==> config.mk <==
export PLATFORM = sky130hd
export DESIGN_NAME = seg_scan_reader_flat
export DESIGN_NICKNAME = d
export VERILOG_FILES = /design/src/rtl/seg_scan_reader_if.sv /design/src/rtl/seg_scan_reader.sv /design/src/flat_wrapper.sv
export SDC_FILE = /design/constraint.sdc
export NUM_CORES = 1
export LEC_CHECK = 0
export CAP_MARGIN = 5
export CORE_AREA = 4 4 127 129
export CTS_CLUSTER_DIAMETER = 50
export DETAILED_ROUTE_END_ITERATION = 8
export DIE_AREA = 0 0 131 133
export GPL_TIMING_DRIVEN = 0
export PLACE_DENSITY = 0.69
export SLEW_MARGIN = 30
export SYNTH_ARGS = -nofsm -noshare
export SYNTH_HDL_FRONTEND = slang
export SYNTH_SLANG_ARGS = --single-unit
==> constraint.sdc <==
create_clock -name clk -period 15 [get_ports clk]
set_input_delay 3 -clock clk [delete_from_list [all_inputs] [get_ports clk]]
set_output_delay 3 -clock clk [all_outputs]
set_load 0.005 [all_outputs]
==> src/rtl/seg_scan_reader_if.sv <==
// Multiplexed 7-segment display bus: active-low segments and active-low one-hot anodes.
// The display driver is the master; the scan reader listens as the slave.
interface seg_scan_reader_if;
    logic [6:0] seg_in;
    logic [3:0] an_in;

    modport master (output seg_in, output an_in);
    modport slave  (input  seg_in, input  an_in);
endinterface

==> src/rtl/seg_scan_reader.sv <==
// Recovers 4-digit frames from a multiplexed 7-segment bus and converts them to binary.
// A bus pattern is accepted once, after it has been stable for SETTLE cycles.
module seg_scan_reader #(
    parameter int SETTLE  = 4,
    parameter int TIMEOUT = 4096
) (
    input  logic                clk,
    input  logic                rst,
    seg_scan_reader_if.slave    bus,
    output logic [15:0]         digits,
    output logic                frame_valid,
    output logic                frame_change,
    output logic [13:0]         bin_out,
    output logic                neg,
    output logic                bin_ok,
    output logic                stale,
    output logic                anode_err
);
    localparam int CW = $clog2(SETTLE + 1);
    localparam int TW = $clog2(TIMEOUT + 1);

    logic [6:0]    r_seg, r_seg_d;
    logic [3:0]    r_an, r_an_d;
    logic [CW-1:0] r_cnt;
    logic          r_acc;
    logic [3:0]    r_seen;
    logic [15:0]   r_slots;
    logic [TW-1:0] r_tmo;

    logic          w_same;
    logic [CW-1:0] w_cnt;
    logic [2:0]    w_low_cnt;
    logic          w_onehot;
    logic          w_multi;
    logic          w_accept;
    logic [1:0]    w_idx;
    logic [3:0]    w_code;
    logic          w_frame_done;
    logic [3:0]    w_seen_next;
    logic [13:0]   w_bin;
    logic          w_neg;
    logic          w_ok;

    function automatic logic [3:0] f_decode(input logic [6:0] s);
        case (s)
            7'b1000000: f_decode = 4'h0;
            7'b1111001: f_decode = 4'h1;
            7'b0100100: f_decode = 4'h2;
            7'b0110000: f_decode = 4'h3;
            7'b0011001: f_decode = 4'h4;
            7'b0010010: f_decode = 4'h5;
            7'b0000010: f_decode = 4'h6;
            7'b1111000: f_decode = 4'h7;
            7'b0000000: f_decode = 4'h8;
            7'b0010000: f_decode = 4'h9;
            7'b1111111: f_decode = 4'hA;
            7'b0111111: f_decode = 4'hB;
            default:    f_decode = 4'hF;
        endcase
    endfunction

    // Blank, minus and invalid codes all contribute zero to the binary value.
    function automatic logic [13:0] f_val(input logic [3:0] c);
        f_val = (c <= 4'd9) ? {10'd0, c} : 14'd0;
    endfunction

    assign w_same    = (r_seg == r_seg_d) && (r_an == r_an_d);
    assign w_low_cnt = 3'($countones(~r_an));
    assign w_onehot  = (w_low_cnt == 3'd1);
    assign w_multi   = (w_low_cnt >= 3'd2);
    assign w_code    = f_decode(r_seg);

    always_comb begin
        w_cnt = CW'(1);
        if (w_same) begin
            if (r_cnt == CW'(SETTLE)) w_cnt = r_cnt;
            else                      w_cnt = CW'(r_cnt + 1'b1);
        end
    end

    always_comb begin
        w_idx = 2'd0;
        case (r_an)
            4'b1101: w_idx = 2'd1;
            4'b1011: w_idx = 2'd2;
            4'b0111: w_idx = 2'd3;
            default: w_idx = 2'd0;
        endcase
    end

    assign w_accept     = w_onehot && (w_cnt == CW'(SETTLE)) && !(w_same && r_acc);
    assign w_frame_done = (r_seen == 4'b1111);

    always_comb begin
        w_seen_next = w_frame_done ? 4'b0000 : r_seen;
        if (w_accept) w_seen_next[w_idx] = 1'b1;
    end

    always_comb begin
        w_bin = f_val(r_slots[15:12]) * 14'd1000 + f_val(r_slots[11:8]) * 14'd100
              + f_val(r_slots[7:4]) * 14'd10 + f_val(r_slots[3:0]);
        w_neg = 1'b0;
        w_ok  = 1'b1;
        for (int i = 0; i < 4; i++) begin
            if (r_slots[i*4 +: 4] == 4'hB) w_neg = 1'b1;
            if (r_slots[i*4 +: 4] == 4'hF) w_ok  = 1'b0;
        end
    end

    always_ff @(posedge clk) begin
        if (rst) begin
            r_seg        <= 7'h7F;
            r_an         <= 4'hF;
            r_seg_d      <= 7'h7F;
            r_an_d       <= 4'hF;
            r_cnt        <= '0;
            r_acc        <= 1'b0;
            r_seen       <= 4'b0000;
            r_slots      <= 16'hAAAA;
            r_tmo        <= '0;
            digits       <= 16'hAAAA;
            bin_out      <= 14'd0;
            neg          <= 1'b0;
            bin_ok       <= 1'b0;
            frame_valid  <= 1'b0;
            frame_change <= 1'b0;
            anode_err    <= 1'b0;
        end else begin
            r_seg        <= bus.seg_in;
            r_an         <= bus.an_in;
            r_seg_d      <= r_seg;
            r_an_d       <= r_an;
            r_cnt        <= w_cnt;
            r_acc        <= (w_same & r_acc) | w_accept;
            r_seen       <= w_seen_next;
            frame_valid  <= 1'b0;
            frame_change <= 1'b0;
            if (w_multi) anode_err <= 1'b1;
            if (w_accept) r_slots[{w_idx, 2'b00} +: 4] <= w_code;
            if (w_frame_done) begin
                digits       <= r_slots;
                bin_out      <= w_bin;
                neg          <= w_neg;
                bin_ok       <= w_ok;
                frame_valid  <= 1'b1;
                frame_change <= (r_slots != digits);
                r_tmo        <= '0;
            end else if (r_tmo != TW'(TIMEOUT)) begin
                r_tmo <= TW'(r_tmo + 1'b1);
            end
        end
    end

    assign stale = (r_tmo == TW'(TIMEOUT));
endmodule

==> src/flat_wrapper.sv <==
// flat-port wrapper written by rule: the top's interface ports become plain ports
module seg_scan_reader_flat 
#(
    parameter int SETTLE  = 4,
    parameter int TIMEOUT = 4096
)
  (clk, rst, digits, frame_valid, frame_change, bin_out, neg, bin_ok, stale, anode_err, bus_seg_in, bus_an_in);
  seg_scan_reader_if bus_i ();
  input  logic clk;
  input  logic rst;
  output logic [15:0] digits;
  output logic frame_valid;
  output logic frame_change;
  output logic [13:0] bin_out;
  output logic neg;
  output logic bin_ok;
  output logic stale;
  output logic anode_err;
  input wire logic [$bits(bus_i.seg_in)-1:0] bus_seg_in;
  input wire logic [$bits(bus_i.an_in)-1:0] bus_an_in;
  assign bus_i.seg_in = bus_seg_in;
  assign bus_i.an_in = bus_an_in;
  seg_scan_reader #(.SETTLE(SETTLE), .TIMEOUT(TIMEOUT)) u_core (.clk(clk), .rst(rst), .bus(bus_i), .digits(digits), .frame_valid(frame_valid), .frame_change(frame_change), .bin_out(bin_out), .neg(neg), .bin_ok(bin_ok), .stale(stale), .anode_err(anode_err));
endmodule
# After elaboration in Yosys (flattened, before gate mapping)

Cells that the tools add are included.

Bits in registers: 94
Input port bits: 13
Word-level logic and storage cells: 104

$add $sub $neg: 9
$mul: 3
$lt $le $gt $ge: 7
Equality and inequality tests: 31
Shift operators: 2
Multiplexer cells: 22
Bitwise gates (word level): 5
Reductions and logical operators: 9

Operators with widths:

| operator                 | number |
|---|---|
| $pmux W4 S12             | 1 |
| $eq A4 B4 Y1 const B     | 11 |
| $add A14 B14 Y14         | 3 |
| $eq A7 B7 Y1 const B     | 4 |
| $mux W4                  | 6 |
| $eq A7 B5 Y1 const B     | 3 |
| $eq A7 B6 Y1 const B     | 3 |
| $bwmux W16               | 1 |
| $le A4 B4 Y1 const B     | 4 |
| $ne A16 B16 Y1           | 1 |
| $shift A4 B6 Y16 const A | 1 |
| $shiftx A4 B6 Y16        | 1 |
| $mul A14 B3 Y13 const B  | 1 |
| $mul A14 B5 Y12 const B  | 1 |
| $mul A14 B7 Y11 const B  | 1 |
| $add A13 B1 Y13 const B  | 1 |
| $eq A13 B13 Y1 const B   | 1 |
| $ne A13 B13 Y1 const B   | 1 |
| $mux W1                  | 10 |
| $eq A7 B2 Y1 const B     | 1 |
| $eq A7 B7 Y1             | 1 |
| $logic_not A7 Y1         | 1 |
| $eq A3 B3 Y1 const B     | 2 |
| $mux W3                  | 2 |
| other kinds (20)         | 26 |

# Depth between registers and ports, before layout

Depth after elaboration: 8
Gate-level depth with buffers: 21
Gate-level depth less buffers: 20

# Worst setup path before layout

Ideal clock, no wire load.

Path kind: register to register
Start point: reg u_core.r_slots[15]
End point: reg u_core.bin_out[13]
Library setup time: 117 ps
Arrival: 4954 ps
Setup slack: 9929 ps
Cell stages (with the launch flop): 22
Path buffers: 1
Cell sequence: dfxtp_1 clkbuf_1 nor3b_1 ha_1 ha_1 inv_1 fa_1 inv_1 ha_1 nor2b_1 o21ai_0 nand2b_1 xnor2_1 ha_1 ha_1 ha_1 a21oi_1 inv_1 o41ai_1 o21ai_0 xnor2_1 a22o_1

Cells in the longest elaborated chain, start to end: 6

Ends and longest elaborated chain:

| item                               | line                   | source |
|---|---|---|
| start, declared                    | seg_scan_reader.sv:27  | `logic [15:0] r_slots;` |
| start signal, assigned by index    | seg_scan_reader.sv:139 | `if (w_accept) r_slots[{w_idx, 2'b00} +: 4] <= w_code;` |
| $le A4 B4 Y1                       | seg_scan_reader.sv:64  | `f_val = (c <= 4'd9) ? {10'd0, c} : 14'd0;` |
| $mux W4 (*)                        | seg_scan_reader.sv:64  |  |
| $mul A14 B7 Y11 (*)                | seg_scan_reader.sv:100 | `w_bin = f_val(r_slots[15:12]) * 14'd1000 + f_val(r_slots[11:8]) * 14'd100` |
| $add A14 B14 Y14 (*)               | seg_scan_reader.sv:100 |  |
| $add A14 B14 Y14 (*) (2 in series) | seg_scan_reader.sv:101 | `+ f_val(r_slots[7:4]) * 14'd10 + f_val(r_slots[3:0]);` |
| end signal, assigned               | seg_scan_reader.sv:142 | `bin_out <= w_bin;` |
| end, declared                      | seg_scan_reader.sv:13  | `output logic [13:0] bin_out,` |

Every way passes the cells marked *; elsewhere a longest branch is shown, timed or not.
A chain may end at the register's enable or synchronous reset.

# Worst setup path after layout

Ends and elaborated chain as after synthesis.

==> results_dict.tcl <==
set metrics [dict create \
    status "finished, final reports clean" \
    synthCells 644 \
    dp_slack_ns 9.34 \
    cts.clk_slew.worst_paths_ns 0.07 \
    period_needed_ns 5.70 \
    cpMostUsedCell "ha_1" \
    clk_latency_ns 0.36 \
    grt_max_degree 16 \
    hold_viol_final 0 \
    postSynthAreaPerCell_um2 9.14 \
    crit_path_start_kind "flip-flop" \
    finalNonFillerCells 896 \
    ff_latch_area_um2 1880 \
    dp.cells 880 \
    drc 0 \
    ys_async_sr_fraction_pct 0 \
    cts_root_buf "clkbuf_16" \
    relSlewSlack_pct 40.3 \
    fin_ws_ns 9.30 \
    fin_skew_ns 0.0130 \
    place_congestion 0.823 \
    cap_viol_max_count 0 \
    nets 805 \
    cts_hold_buf 0 \
    post_cts_buffers 0 \
    cts_resized 0 \
    grt-ovfl-total 0 \
    antenna_left 0 \
    cp_max_fo 10 \
    crit_start "u_core.r_slots[15]" \
    drive_gt1_share_pct 6.92 \
    dieArea_um2 17400 \
    ys_seq_area_share_pct 32.0 \
    numPortBuffers 48 \
    powerDensity_nw_per_um2 74.0 \
    synth_edf_count 0 \
    syn_area_um2 5890 \
    cts_buffer_depth 2 \
    critPathRequiredTime_ns 15.26 \
    worst_pin_slew_ns 0.883 \
    synth-seq-cells 94 \
    fmax_mhz 176 \
    hp-start "u_core.neg" \
    worstSetupPathType "reg2reg" \
    antenna_found_initial 0 \
    worstPathCellList "clkbuf_1 -> nor3b_1 -> ha_1 -> ha_1 -> inv_1 -> fa_1 -> inv_1 -> ha_1 -> nor2b_1 -> o21ai_0 -> nand2b_1 -> xnor2_1 -> ha_1 -> ha_1 -> ha_1 -> a21oi_1 -> inv_1 -> o41ai_1 -> o21ai_0 -> xnor2_1 -> a22o_1" \
    track_usage_pct 14.1 \
    ir_drop_mv 0.0745 \
    cts_tree "built" \
    p_sw_share_pct 23.9 \
    dp_hpwl_um 9220 \
    core_um2 15000 \
    num_vias 4474 \
    multi_input_area_um2 3630 \
    htree_levels 3 \
    clock-sinks 94 \
    fillCellCount 1446 \
    seqPwrFrac_pct 50.4 \
    drv_slew 0 \
    fin_crit_sh_pct 38.0 \
    synth.distinct_cells 56 \
    antenna_cells 0 \
    grt_pass1_wl_um 19800 \
    fp.dieH_um 133 \
    power_switching_mw 0.122 \
    r2r_start "u_core.r_slots[15]" \
    routed_wl_um 11800 \
    area_delta_synth_final_pct 16.9 \
    synthesis.nets 746 \
    rows 45 \
    pwr-share-clk_pct 42.5 \
    rsz0062_at_grt "no" \
    static-leakage-power_nw 3.07 \
    worst_ep_arrival_time_ns 5.95 \
    p_comb_share_pct 7.1 \
    drtIter0Drc 200 \
    routedWlPerCell_um 13.1 \
    fin_setup_tns_ns 0 \
    slowest_stage "o41ai_1" \
    ys.flop_type "dfxtp_1" \
    synth_warnings 0 \
    dieWidth_um 131 \
    start_util_pct 39.2 \
    grt_pass1_vias 4232 \
    firstDrtPassIters 5 \
    vias_per_cell 4.99 \
    cts_made_buffers 9 \
    cp_slowest_stage_delay_ns 0.55 \
    intPower_mw 0.387 \
    setup_viol 0 \
    io_pins 49 \
    hold_class "reg2reg" \
    endpoint_kind "flip-flop" \
]
-- layer usage --
metal / global-route usage [%] / share of wire (%)
met3: 3.11 / 3.7
met2: 22.2 / 46
met5: 0 / 0
met1: 19.4 / 50
met4: 3.94 / 1.2
-- placed cells by master, fill, tap and decap left out, types with 9 or more instances in the layout --
master	n
nand3_1	15
ha_1	73
a22o_1	15
nand2b_1	11
or2_2	18
fa_1	16
dfxtp_1	94
nand2_1	61
inv_1	60
nand4_1	9
clkbuf_1	23
xor2_1	15
o211ai_1	9
nor2_1	31
a21oi_1	17
nor2b_1	9
clkbuf_16	9
o21ai_0	34
xnor2_1	37
clkdlybuf4s50_1	48
-- final timing paths --
| path | end | slack [ns] | cells past startpoint |
|---|---|---|---|
| setup reg to reg | u_core.bin_out[13] | 9.30 | 21 |
| hold reg to reg | u_core.neg | 0.44 | 2 |
| hold / removal | u_core.neg | 0.44 | 2 |
| setup / recovery | u_core.bin_out[13] | 9.30 | 21 |
-- worst max-delay path: cells and delay by family, from the launching register on --
family                     cells  cell delay, ns
DFF                            1            0.30
AOI/OAI and AO/OA              5            1.33
adders and majority gates      7            2.50
buffers and inverters          4            0.56
and+or+nand+nor                3            0.59
xor gates and xnor gates       2            0.30
-- sequential cells by signal (all words and copies together) (netlist names), 3 cells and up --
name	flops
u_core.r_tmo	13
u_core.r_cnt	3
u_core.r_seen	4
u_core.r_an	4
u_core.r_seg	7
u_core.digits	16
u_core.r_an_d	4
u_core.bin_out	14
u_core.r_seg_d	7
u_core.r_slots	16
-- metrics by stage --
step | cell area [um2] | total power [mW] | hold WS [ns] | utilization (%)
2_1_floorplan | 5890 | 0.287 | 0.439 | -
3_3_place_gp | 6600 | 0.298 | 0.432 | 43.9
3_5_place_dp | 6600 | 0.298 | 0.438 | 43.9
4_1_cts | 6880 | 0.513 | 0.449 | 45.8
5_1_grt | 6880 | 0.527 | 0.477 | 45.8
6_report | 6880 | 0.509 | 0.445 | 45.8
-- cells by family (layout without fill, tap and decap cells) --
| group | Yosys count | count (layout) | synth area share [%] |
|---|---|---|---|
| xor gates and xnor gates | 56 | 56 | 8.84 |
| DFF | 94 | 94 | 32.0 |
| AOI/OAI and AO/OA | 112 | 112 | 12.9 |
| muxes | 2 | 2 | 0.361 |
| and+or+nand+nor | 201 | 201 | 18.6 |
| adders and majority gates | 89 | 89 | 21.0 |
| buffers and inverters | 90 | 154 | 6.40 |
-- cell usage after synthesis, types with 5 or more instances --
cell      count  area [um2]
or2_2        18         113
nor3b_1       7        52.6
nor3_1        8        40.0
and3_1        6        37.5
a21oi_1      17        85.1
inv_1        60         225
nand3_1      15        75.1
nor2_1       31         116
a22o_1       15         131
ha_1         73         913
fa_1         16         320
nor2b_1       9        56.3
nand4_1       9        56.3
o22a_1        8        70.1
clkbuf_1     21        78.8
o211ai_1      9        67.6
nand2_1      61         229
o21ai_0      34         170
nand2b_1     11        68.8
buf_6         5        56.3
dfxtp_1      94        1880
xor2_1       15         131
xnor2_1      37         324
-- power groups by stage --
stage               registers, mW  clock network, mW  logic [mW]
floorplan                   0.262                  0      0.0259
global placement            0.262                  0      0.0358
detailed placement          0.262                  0      0.0362
CTS                         0.256              0.220      0.0365
global route                0.257              0.229      0.0409
finish                      0.256              0.217      0.0362
-- final cells by class --
class	count	share of cell area (%)
buffer	29	2.15
clock buffer	12	3.58
clock inverter	4	0.473
inverter	61	3.33
multi-input combinational	460	52.7
sequential	94	27.3
tap	188	3.42
timing repair buffer	48	6.98
No activity file was read; power rests on OpenSTA's default activity.
